==> src/rtl/decode_ctrl_pipe.sv <==
// decode_ctrl_pipe: DEPTH-stage delay line for the decoded bundle {valid, data, tag, wr, load}.
// Latency: DEPTH cycles in_* -> out_*; hazard/load_use are combinational from stage regs + src0/src1.
// Backpressure: stall freezes every stage; squash bubbles stages 0..SQUASH_DEPTH-1 even while stalled.
//
// Ports:
//   clk, rst          clock; synchronous active-low reset (priority over stall and squash)
//   in_*              decoded instruction presented at decode output
//   stall, squash     global hold / kill of the incoming and leading in-flight instructions
//   src0, src1        source tags of the instruction in decode, for hazard checking
//   out_*             stage DEPTH-1 contents (out_wr already qualified by valid)
//   stage_valid/_tag  per-stage taps for the hazard controller, stage k at bit/slice k
//   occupancy         registered count of valid stages
//   hazard, load_use  in-flight RAW match / load in stage 0 feeding a source
// Build option: DECODE_CTRL_PIPE_HAZARD_EN builds the tag comparators; when undefined,
// hazard and load_use are tied low and src0/src1 are ignored.

module decode_ctrl_pipe #(
    parameter int DATA_W       = 32,
    parameter int TAG_W        = 5,
    parameter int DEPTH        = 3,
    parameter int SQUASH_DEPTH = 1,
    localparam int OCC_W       = $clog2(DEPTH + 1)
) (
    input  logic                     clk,
    input  logic                     rst,
    input  logic                     in_valid,
    input  logic [DATA_W-1:0]        in_data,
    input  logic [TAG_W-1:0]         in_tag,
    input  logic                     in_wr,
    input  logic                     in_load,
    input  logic                     stall,
    input  logic                     squash,
    input  logic [TAG_W-1:0]         src0,
    input  logic [TAG_W-1:0]         src1,
    output logic                     out_valid,
    output logic [DATA_W-1:0]        out_data,
    output logic [TAG_W-1:0]         out_tag,
    output logic                     out_wr,
    output logic [DEPTH-1:0]         stage_valid,
    output logic [DEPTH*TAG_W-1:0]   stage_tag,
    output logic [OCC_W-1:0]         occupancy,
    output logic                     hazard,
    output logic                     load_use
);

    typedef struct packed {
        logic              valid;
        logic [DATA_W-1:0] data;
        logic [TAG_W-1:0]  tag;
        logic              wr;
        logic              load;
    } stage_t;

    stage_t           stage_q [DEPTH];
    stage_t           stage_d [DEPTH];
    logic [OCC_W-1:0] occ_q;
    logic [OCC_W-1:0] occ_d;

    // Stage next-state: hold by default, shift when not stalled, then squash
    // overrides the leading stages. With stall=0 the bubbles in stages
    // 1..SQUASH_DEPTH-1 replace the killed in-flight instructions that would
    // have shifted in; with stall=1 they replace the held ones.
    always_comb begin
        for (int k = 0; k < DEPTH; k++) begin
            stage_d[k] = stage_q[k];
        end
        if (!stall) begin
            stage_d[0].valid = in_valid;
            stage_d[0].data  = in_data;
            stage_d[0].tag   = in_tag;
            stage_d[0].wr    = in_wr & in_valid;
            stage_d[0].load  = in_load & in_valid;
            for (int k = 1; k < DEPTH; k++) begin
                stage_d[k] = stage_q[k-1];
            end
        end
        if (squash) begin
            for (int k = 0; k < SQUASH_DEPTH; k++) begin
                stage_d[k] = '0;
            end
        end
    end

    // Occupancy by net change. Without stall, squash kills old stages
    // 0..SQUASH_DEPTH-2 (they were about to move into the bubbled region);
    // with stall it kills old stages 0..SQUASH_DEPTH-1 in place. The last
    // stage leaves through the output only when not stalled.
    logic             pipe_in;
    logic             pipe_out;
    logic [OCC_W-1:0] cleared_cnt;

    always_comb begin
        pipe_in     = in_valid & ~stall & ~squash;
        pipe_out    = stage_q[DEPTH-1].valid & ~stall;
        cleared_cnt = '0;
        for (int k = 0; k < SQUASH_DEPTH; k++) begin
            if (squash && (stall || (k < SQUASH_DEPTH - 1))) begin
                cleared_cnt = cleared_cnt + OCC_W'(stage_q[k].valid);
            end
        end
        occ_d = occ_q + OCC_W'(pipe_in) - OCC_W'(pipe_out) - cleared_cnt;
    end

    always_ff @(posedge clk) begin
        if (!rst) begin
            for (int k = 0; k < DEPTH; k++) begin
                stage_q[k] <= '0;
            end
            occ_q <= '0;
        end else begin
            for (int k = 0; k < DEPTH; k++) begin
                stage_q[k] <= stage_d[k];
            end
            occ_q <= occ_d;
        end
    end

    assign out_valid = stage_q[DEPTH-1].valid;
    assign out_data  = stage_q[DEPTH-1].data;
    assign out_tag   = stage_q[DEPTH-1].tag;
    assign out_wr    = stage_q[DEPTH-1].wr & stage_q[DEPTH-1].valid;
    assign occupancy = occ_q;

    always_comb begin
        stage_valid = '0;
        stage_tag   = '0;
        for (int k = 0; k < DEPTH; k++) begin
            stage_valid[k]                = stage_q[k].valid;
            stage_tag[k*TAG_W +: TAG_W]   = stage_q[k].tag;
        end
    end

`ifdef DECODE_CTRL_PIPE_HAZARD_EN
    // x0 is hardwired zero, so a tag-0 writer can never feed a source.
    logic match0;
    always_comb begin
        hazard = 1'b0;
        for (int k = 0; k < DEPTH; k++) begin
            if (stage_q[k].valid && stage_q[k].wr && (stage_q[k].tag != '0) &&
                ((stage_q[k].tag == src0) || (stage_q[k].tag == src1))) begin
                hazard = 1'b1;
            end
        end
        match0 = stage_q[0].valid & stage_q[0].wr & (stage_q[0].tag != '0) &
                 ((stage_q[0].tag == src0) | (stage_q[0].tag == src1));
        load_use = match0 & stage_q[0].load;
    end
`else
    assign hazard   = 1'b0;
    assign load_use = 1'b0;
`endif

    // The last stage's load flag has no consumer; sources are unused
    // when the comparators are not built.
    logic unused_sink;
    assign unused_sink = stage_q[DEPTH-1].load ^ (^src0) ^ (^src1);

endmodule

==> config.mk <==
export PLATFORM = sky130hd
export DESIGN_NAME = decode_ctrl_pipe
export DESIGN_NICKNAME = d
export VERILOG_FILES = /design/src/rtl/decode_ctrl_pipe.sv
export SDC_FILE = /design/constraint.sdc
export NUM_CORES = 1
export LEC_CHECK = 0
export ABC_AREA = 1
export CAP_MARGIN = 40
export CORE_MARGIN = 3
export CORE_UTILIZATION = 53
export CTS_BUF_LIST = sky130_fd_sc_hd__clkbuf_16
export DETAILED_ROUTE_END_ITERATION = 6
export PLACE_DENSITY = 0.9
export SLEW_MARGIN = 10
export SYNTH_ARGS = -nofsm -noshare
export SYNTH_HDL_FRONTEND = slang
export SYNTH_SLANG_ARGS = --single-unit
==> constraint.sdc <==
create_clock -name clk -period 4 [get_ports clk]
set_input_delay 1 -clock clk [delete_from_list [all_inputs] [get_ports clk]]
set_output_delay 1 -clock clk [all_outputs]
set_load 0.02 [all_outputs]
==> impl_metrics.env, run 1 <==
export IMPL_grt_use_total=0.188
export IMPL_portBuffers=101
export IMPL_clkLatencyLatePin_ns=0.39
export IMPL_p_int_w=0.00237
export IMPL_fin_setup_tns_ns=0
export IMPL_grt_ovfl_total=0
export IMPL_place_gp_congestion=0.812
export IMPL_synthMuxAreaShare=0
export IMPL_syn2layout_area_growth_pct=23.5
export IMPL_synth_avg_cell_area_um2=8.03
export IMPL_drt_met1_wl_um=3900
export IMPL_maxCapViolations=0
export IMPL_synth_adder_area_share=0.00688
export IMPL_cts_hold_buf=0
export IMPL_coreArea_um2=8420
export IMPL_worstMarginPinSlew_ns=0.927
export IMPL_cts_resized=0
export IMPL_final_common_cell="nor2_1"
export IMPL_antenna_found_initial=0
export IMPL_ys_ff_latch=119
export IMPL_route_met3_wl_um=575
export IMPL_netlist_area_um2=4730
export IMPL_clk_pin_slew_ns=0.06
export IMPL_vias=3593
export IMPL_swShare=0.238
export IMPL_reg2reg_from="stage_q[0][119]"
export IMPL_cts_sinks=119
export IMPL_hold_path_depth=2
export IMPL_fillers=685
export IMPL_diodes=0
export IMPL_cp_required_ns=3.00
export IMPL_p_clk_frac=0.490
export IMPL_slew_limit_headroom=0.382
export IMPL_fmax_mhz=401
export IMPL_rows=33
export IMPL_rsz0062_at_grt="no"
export IMPL_reg2reg_depth=8
export IMPL_cp_max_fo=4
export IMPL_vdd_ir_drop_max_v=0.000306
export IMPL_grt_pass1_wl_um=15300
export IMPL_final_core_util=0.693
export IMPL_cts_root_buffer="clkbuf_16"
export IMPL_synth_xor_area_share=0
export IMPL_hold_path_class="flip-flop to flip-flop"
export IMPL_wl_met2_um=4780
export IMPL_cp_start_kind="flip-flop"
export IMPL_synth_compound_area_frac=0.144
export IMPL_final_max_slew_viol_count=0
export IMPL_ios=115
export IMPL_top_layer="met4"
export IMPL_netSwitchingPower_w=0.000740
export IMPL_viasPerCell=4.88
export IMPL_die_width_um=100
export IMPL_wl_per_cell_um=12.7
export IMPL_comb_power_share=0.099
export IMPL_fin_area_um2=5840
export IMPL_place_area_um2=5240
export IMPL_cts_buffer_depth=2
export IMPL_antenna_left=0
export IMPL_seqPwrFrac=0.411
export IMPL_outcome="finished clean"
export IMPL_final_nets=675
export IMPL_synth_top_family_by_area="simple AND/OR/NAND/NOR gates"
export IMPL_hold_start="stage_q[0][26]"
export IMPL_cellLeakagePower_nw=2.33
export IMPL_hold_viol_final=0
export IMPL_numCtsBuffers=17
export IMPL_final_setup_viol_count=0
export IMPL_power_density_nw_per_um2=532
export IMPL_synthCells=589
export IMPL_yosys_warnings=0
export IMPL_wl_um=9340
export IMPL_drc=0
export IMPL_worstSetupPathType="flip-flop to primary output"
export IMPL_grt_max_degree=116
export IMPL_yosys_area_share_simple=0.192
export IMPL_first_global_vias=3418
export IMPL_hold_slack_ns=0.455
export IMPL_post_route_period_util=0.623
export IMPL_first_pass_iters=4
export IMPL_synth_cell_types=19
export IMPL_min_period_ns=2.49
export IMPL_critPathArrivalTime_ns=1.49
export IMPL_worstSetupEndpointType="primary output"
export IMPL_htree_levels=4
export IMPL_fin_skew_ns=0.00616
export IMPL_fp_dieH_um=100
export IMPL_mostFrequentLayoutCells="156 x nor2_1, 119 x dfxtp_1, 99 x clkdlybuf4s50_1"
export IMPL_post_cts_setup_buffers=0
export IMPL_ff2ff_setup_slack_ns=2.25
export IMPL_layout_drive_gt1_share=0.0965
export IMPL_initial_core_util=0.561
export IMPL_die_area_um2=10100
export IMPL_hold_path_end="stage_q[0][26]"
export IMPL_cts_tree="yes"
export IMPL_crit_start="stage_q[0][119]"
export IMPL_hpwl_um=5820
export IMPL_r2r_end="occupancy[1]"
export IMPL_drt_iter0_markers=117
export IMPL_synth_seq_area_share=0.504
[per-stage QoR]
step	setup WS (ns)	power, W	std cells
2_1_floorplan	1.54	0.00153	590
3_3_place_gp	1.26	0.00160	704
3_5_place_dp	1.21	0.00161	705
4_1_cts	1.48	0.00313	737
5_1_grt	1.42	0.00322	737
6_report	1.51	0.00311	737
[layout make-up]
type	count	area [um^2]	area share
clock buffer	17	425	0.0729
tap	105	131	0.0225
multi-input combinational	364	1630	0.279
inverter	12	47.5	0.00814
clock inverter	15	179	0.0306
sequential	119	2380	0.408
timing repair buffer	105	1050	0.179
[power groups by stage]
stage | clock network, W | registers [W] | logic, W
floorplan | 0 | 0.00130 | 0.000228
global placement | 0 | 0.00130 | 0.000297
detailed placement | 0 | 0.00130 | 0.000308
CTS | 0.00154 | 0.00128 | 0.000311
global route | 0.00159 | 0.00129 | 0.000340
finish | 0.00152 | 0.00128 | 0.000308
[cell usage after synthesis]
library cell,number,area [um^2]
a21oi_1,22,110
a21oi_2,20,175
buf_2,12,60.1
buf_4,59,443
buf_6,10,113
clkbuf_1,10,37.5
clkbuf_2,4,20.0
conb_1,1,3.75
dfxtp_1,119,2380
fa_1,1,20.0
ha_1,1,12.5
inv_1,9,33.8
inv_2,2,7.51
inv_4,1,6.26
nand2_1,80,300
nand3_1,2,10.0
nor2_1,156,586
nor2_4,1,11.3
o21ai_0,79,395
[worst max-delay path, stage by stage, from the launching register on]
cell and delay, ns:
dfxtp_1 0.39, nand2_1 0.07, inv_1 0.05, clkdlybuf4s50_1 0.60
[sequential cells by signal, indices dropped and copies added, names as in the netlist]
signal     cells
occupancy      2
stage_q      117
[metal layers]
metal | global-route usage | vias up
li1 | - | 1866
met1 | 0.217 | 1621
met2 | 0.330 | 98
met3 | 0.0514 | 8
met4 | 0.0705 | 0
met5 | 0 | -
[how the worst max path moves through the flow]
stage              endpoint  slack, ns  depth (start not counted)
6_report             out_wr       1.51                          3
5_1_grt        occupancy[1]       1.42                          9
4_1_cts              out_wr       1.48                          3
2_1_floorplan  occupancy[1]       1.54                         10
3_3_place_gp   occupancy[1]       1.26                         11
3_5_place_dp   occupancy[1]       1.21                         11
[kinds of logic (layout without fill, tap and decap cells)]
family          Yosys count  in the layout
buf+inv                 107            149
fa+ha+maj                 2              2
compound gates          121            121
simple gates            239            239
other cells               1              2
flops                   119            119
Note: power is estimated with default switching activity, not from simulation.
==> run 2, diff against run 1 <==
- CORE_UTILIZATION: 53 -> 49
- PLACE_DENSITY: 0.9 -> 0.84
- clock period: 4 -> 2.6 ns (I/O delays scaled with it)
==> run 2 against run 1 <==
Compared with the run above:
- flip-flop and latch count unchanged
- count of clock-buffer cells in the layout unchanged
- register-to-register slack worse by 1.4 ns
- total power up 53%
- cell area up 0.81%
- critical path type unchanged
- critical endpoint unchanged
- highest routed layer unchanged
==> impl_metrics.env, run 2 (synthesis results as in run 1) <==
export IMPL_clk_pin_slew_ns=0.06
export IMPL_ios=115
export IMPL_reg2reg_from="stage_q[0][119]"
export IMPL_final_core_util=0.631
export IMPL_mostFrequentLayoutCells="156 x nor2_1, 119 x dfxtp_1, 99 x clkdlybuf4s50_1"
export IMPL_viasPerCell=4.72
export IMPL_cts_resized=0
export IMPL_hpwl_um=5730
export IMPL_worstSetupPathType="flip-flop to primary output"
export IMPL_vdd_ir_drop_max_v=0.000543
export IMPL_drt_iter0_markers=117
export IMPL_largest_reg_flops=117
export IMPL_grt_use_total=0.170
export IMPL_place_area_um2=5290
export IMPL_grt_use_met2=0.297
export IMPL_ff2ff_setup_slack_ns=0.87
export IMPL_hold_start="stage_q[0][26]"
export IMPL_r2r_end="occupancy[1]"
export IMPL_grt_max_degree=103
export IMPL_cp_max_fo=4
export IMPL_cp_required_ns=1.95
export IMPL_final_max_slew_viol_count=0
export IMPL_cts_tree="yes"
export IMPL_grtUsageMet3=0.0577
export IMPL_place_inst=731
export IMPL_htree_levels=4
export IMPL_wl_per_cell_um=11.9
export IMPL_power_w=0.00474
export IMPL_globalRouteMet1Util=0.186
export IMPL_place_gp_congestion=0.798
export IMPL_die_width_um=104
export IMPL_fin_setup_tns_ns=0
export IMPL_portBuffers=101
export IMPL_fp_dieH_um=104
export IMPL_fin_skew_ns=0.00523
export IMPL_first_global_vias=3309
export IMPL_fin_area_um2=5890
export IMPL_hold_path_depth=2
export IMPL_rows=35
export IMPL_cts_root_buffer="clkbuf_16"
export IMPL_vias=3598
export IMPL_hold_viol_final=0
export IMPL_cellLeakagePower_nw=2.34
export IMPL_outcome="finished clean"
export IMPL_grt_pass1_wl_um=14900
export IMPL_antenna_found_initial=0
export IMPL_wl_um=9070
export IMPL_worstSetupEndpointType="primary output"
export IMPL_diodes=0
export IMPL_final_nets=677
export IMPL_grt_busiest_layer="met2"
export IMPL_post_route_period_util=0.844
export IMPL_worstMarginPinSlew_ns=0.823
export IMPL_cts_hold_buf=0
export IMPL_initial_core_util=0.507
export IMPL_drc=0
export IMPL_syn2layout_area_growth_pct=24.5
export IMPL_layout_drive_gt1_share=0.101
export IMPL_final_setup_viol_count=0
export IMPL_cts_buffer_depth=2
export IMPL_reg2reg_depth=8
export IMPL_fmax_mhz=456
export IMPL_path_cells="nand2_1 > inv_1 > clkdlybuf4s50_1"
export IMPL_rsz0062_at_grt="no"
export IMPL_hold_path_end="stage_q[0][66]"
export IMPL_slew_limit_headroom=0.451
export IMPL_coreArea_um2=9330
export IMPL_hold_path_class="flip-flop to flip-flop"
export IMPL_regMostFlops="stage_q"
export IMPL_final_common_cell="nor2_1"
export IMPL_numCtsBuffers=17
export IMPL_grt_ovfl_total=0
export IMPL_antenna_left=0
export IMPL_cp_slowest_cell="clkdlybuf4s50_1"
export IMPL_maxCapViolations=0
export IMPL_die_area_um2=10900
export IMPL_critPathArrivalTime_ns=1.54
export IMPL_cts_sinks=119
export IMPL_fin_cells=763
export IMPL_first_pass_iters=4
export IMPL_cp_start_kind="flip-flop"
export IMPL_power_density_nw_per_um2=805
export IMPL_post_cts_setup_buffers=0
export IMPL_clkLatencyLatePin_ns=0.40
export IMPL_cpPeakStageDelay_ns=0.62
export IMPL_min_period_ns=2.19
==> run 2: cell types whose count changed in the layout (fill, tap and decap cells not counted) <==
| cell | before | now |
|---|---|---|
| buf_4 | 4 | 5 |
| clkinv_2 | 2 | 1 |
| inv_6 | 2 | 5 |
| clkinv_4 | 4 | 3 |
| inv_8 | 0 | 1 |
| bufinv_16 | 3 | 2 |
| buf_12 | 1 | 2 |
| clkinv_1 | 1 | 0 |
==> run 2: worst max-delay path by stage <==
stage | from | to | cells past startpoint
finish | stage_q[0][119] | out_wr | 3
global placement | squash | occupancy[1] | 11
detailed placement | squash | occupancy[1] | 9
floorplan | stall | occupancy[1] | 10
global route | stage_q[0][119] | out_wr | 3
CTS | stage_q[0][119] | out_wr | 3
==> run 2: cell type report <==
type,instances,area [um^2]
fill,846,3440
sequential,119,2380
multi-input combinational,364,1630
timing repair buffer,107,1070
clock buffer,17,425
clock inverter,15,169
tap,129,161
inverter,12,47.5
==> run 2: per-layer routing <==
| metal | wire [um] | vias up |
|---|---|---|
| met4 | 161 | 0 |
| li1 | - | 1877 |
| met3 | 500 | 13 |
| met2 | 4580 | 99 |
| met5 | 0 | - |
| met1 | 3830 | 1609 |
==> run 2: power breakdown <==
group | switching (W) | total (W) | internal [W]
clock | 0.000869 | 0.00230 | 0.00143
sequential | 0.0000479 | 0.00196 | 0.00192
combinational | 0.000258 | 0.000475 | 0.000217
total | 0.00117 | 0.00474 | 0.00357
==> run 2: worst max-delay path: cells and delay by family, from the launching register on <==
kind,cells,cell delay [ns]
buffers and inverters,2,0.68
flip-flops,1,0.40
AND/OR/NAND/NOR,1,0.07
==> run 2: per-stage QoR <==
stage | hold slack (ns) | worst slack [ns]
floorplan | 0.431 | 0.494
global placement | 0.443 | 0.192
detailed placement | 0.447 | 0.108
CTS | 0.456 | 0.374
global route | 0.481 | 0.310
finish | 0.457 | 0.405
==> run 3, diff against run 2 <==
- clock period: 2.6 -> 2.1 ns (I/O delays scaled with it)
==> run 3 against run 2 <==
Compared with the run above:
- register-to-register slack got worse by 0.55 ns
- sequential power increased by 24%
- clock power increased by 21%
- worst setup slack got worse by 0.28 ns
- wire length increased by 4.3%
- combinational power increased by 27%
- critical path depth decreased by 2
- total power increased by 23%
- core utilization increased by 0.28 points
- global-route usage increased by 0.64 points
- flip-flop and latch count unchanged
- first-iteration DRC count increased by 8.5%
==> impl_metrics.env, run 3 (synthesis results as in run 1) <==
export IMPL_outcome="finished clean"
export IMPL_drt_iter0_markers=127
export IMPL_cp_required_ns=1.57
export IMPL_cts_resized=0
export IMPL_place_inst=734
export IMPL_grt_pass1_wl_um=15500
export IMPL_cts_sinks=119
export IMPL_wl_um=9460
export IMPL_portBuffers=101
export IMPL_htree_levels=4
export IMPL_seqPwrFrac=0.418
export IMPL_cts_tree="yes"
export IMPL_cpPeakStageDelay_ns=0.65
export IMPL_grt_max_degree=104
export IMPL_final_nets=680
export IMPL_die_width_um=104
export IMPL_hold_viol_final=0
export IMPL_vias=3692
export IMPL_rsz0062_at_grt="no"
export IMPL_post_route_period_util=0.942
export IMPL_ff2ff_setup_slack_ns=0.32
export IMPL_place_area_um2=5330
export IMPL_final_setup_viol_count=0
export IMPL_coreArea_um2=9330
export IMPL_final_max_slew_viol_count=0
export IMPL_numCtsBuffers=17
export IMPL_vdd_ir_drop_max_v=0.000457
export IMPL_critPathArrivalTime_ns=1.45
export IMPL_fin_cells=766
export IMPL_fmax_mhz=505
export IMPL_cts_root_buffer="clkbuf_16"
export IMPL_hold_slack_ns=0.458
export IMPL_clkLatencyLatePin_ns=0.40
export IMPL_drc=0
export IMPL_r2r_end="occupancy[1]"
export IMPL_power_density_nw_per_um2=985
export IMPL_antenna_found_initial=0
export IMPL_place_ws_ns=-0.194
export IMPL_seqCellArea_um2=2380
export IMPL_hold_path_end="stage_q[0][66]"
export IMPL_syn2layout_area_growth_pct=25.1
export IMPL_hold_start="stage_q[0][26]"
export IMPL_path_cells="clkdlybuf4s50_1"
export IMPL_cp_slowest_cell="clkdlybuf4s50_1"
export IMPL_p_clk_frac=0.479
export IMPL_largest_reg_flops=117
export IMPL_wl_per_cell_um=12.4
export IMPL_cts_hold_buf=0
export IMPL_cp_start_kind="flip-flop"
export IMPL_hold_path_class="flip-flop to flip-flop"
export IMPL_mostFrequentLayoutCells="156 x nor2_1, 119 x dfxtp_1, 98 x clkdlybuf4s50_1"
export IMPL_first_pass_iters=4
export IMPL_first_global_vias=3550
export IMPL_diodes=0
export IMPL_layout_drive_gt1_share=0.104
export IMPL_hold_path_depth=2
export IMPL_reg2reg_from="stage_q[0][119]"
export IMPL_slew_limit_headroom=0.453
export IMPL_min_period_ns=1.98
export IMPL_die_area_um2=10900
export IMPL_place_gp_congestion=0.734
export IMPL_swShare=0.245
export IMPL_fin_area_um2=5910
export IMPL_path_delay_family="buffers and inverters"
export IMPL_comb_power_share=0.103
export IMPL_fp_dieH_um=104
export IMPL_grt_ovfl_total=0
export IMPL_ios=115
export IMPL_p_int_w=0.00439
export IMPL_post_cts_setup_buffers=0
export IMPL_viasPerCell=4.82
export IMPL_final_common_cell="nor2_1"
export IMPL_initial_core_util=0.507
export IMPL_crit_buf_inv=1
export IMPL_final_core_util=0.634
export IMPL_netSwitchingPower_w=0.00143
export IMPL_cellLeakagePower_nw=2.36
export IMPL_regMostFlops="stage_q"
export IMPL_reg2reg_depth=8
export IMPL_fillers=815
export IMPL_maxCapViolations=0
export IMPL_antenna_left=0
export IMPL_hpwl_um=6110
export IMPL_multi_input_area_um2=1630
export IMPL_rows=35
export IMPL_grt_use_total=0.176
export IMPL_cp_max_fo=4
export IMPL_worstSetupEndpointType="primary output"
export IMPL_cts_buffer_depth=2
export IMPL_setup_ws_ns=0.121
export IMPL_worstMarginPinSlew_ns=0.821
export IMPL_worstSetupPathType="flip-flop to primary output"
export IMPL_clk_pin_slew_ns=0.05
export IMPL_fin_skew_ns=0.0125
==> run 3: cell types whose count changed in the layout (fill, tap and decap cells not counted) <==
cell and change:
buf_4 +2, clkdlybuf4s50_1 -1, buf_12 +1, inv_1 +1, inv_8 -1, inv_6 -4, clkinvlp_4 +3, dlymetal6s2s_1 +1
clkinv_4 +1
==> run 3: worst max path at each step <==
stage	start	slack (ns)	cells after the start	to
after floorplan	stall	0.12	10	occupancy[1]
after global placement	squash	-0.09	9	occupancy[1]
after detailed placement	squash	-0.19	11	occupancy[1]
after CTS	stage_q[0][119]	0.006	3	out_wr
after global routing	stage_q[0][119]	0.09	1	stage_valid[2]
final	stage_q[0][119]	0.12	1	stage_valid[2]
==> run 3: layout make-up <==
type / instances / share of cell area
flip-flops and latches: 119 / 0.403
multi-input cells: 364 / 0.275
repair buffers: 110 / 0.188
clock buffers: 17 / 0.0719
well taps: 129 / 0.0273
clock inverters: 15 / 0.0267
inverters: 12 / 0.00804
==> run 3: routing by layer <==
| metal | up-vias | GRT usage | part of all wire | wire (um) |
|---|---|---|---|---|
| met5 | - | 0 | 0 | 0 |
| met4 | 0 | 0.0807 | 0.014 | 135 |
| met3 | 16 | 0.0571 | 0.050 | 477 |
| met2 | 85 | 0.314 | 0.52 | 4910 |
| met1 | 1712 | 0.189 | 0.42 | 3940 |
| li1 | 1879 | - | - | - |
==> run 3: through the flow <==
stage          setup TNS [ns]  power, W
6_report                    0   0.00582
5_1_grt                     0   0.00605
4_1_cts                     0   0.00588
3_5_place_dp           -0.248   0.00308
3_3_place_gp          -0.0877   0.00306
2_1_floorplan               0   0.00290
==> run 3: power groups by stage <==
stage	Sequential (W)	Clock, W	Combinational (W)
CTS	0.00243	0.00284	0.000607
global route	0.00244	0.00294	0.000660
finish	0.00243	0.00279	0.000601
detailed placement	0.00248	0	0.000603
global placement	0.00247	0	0.000585
floorplan	0.00247	0	0.000434
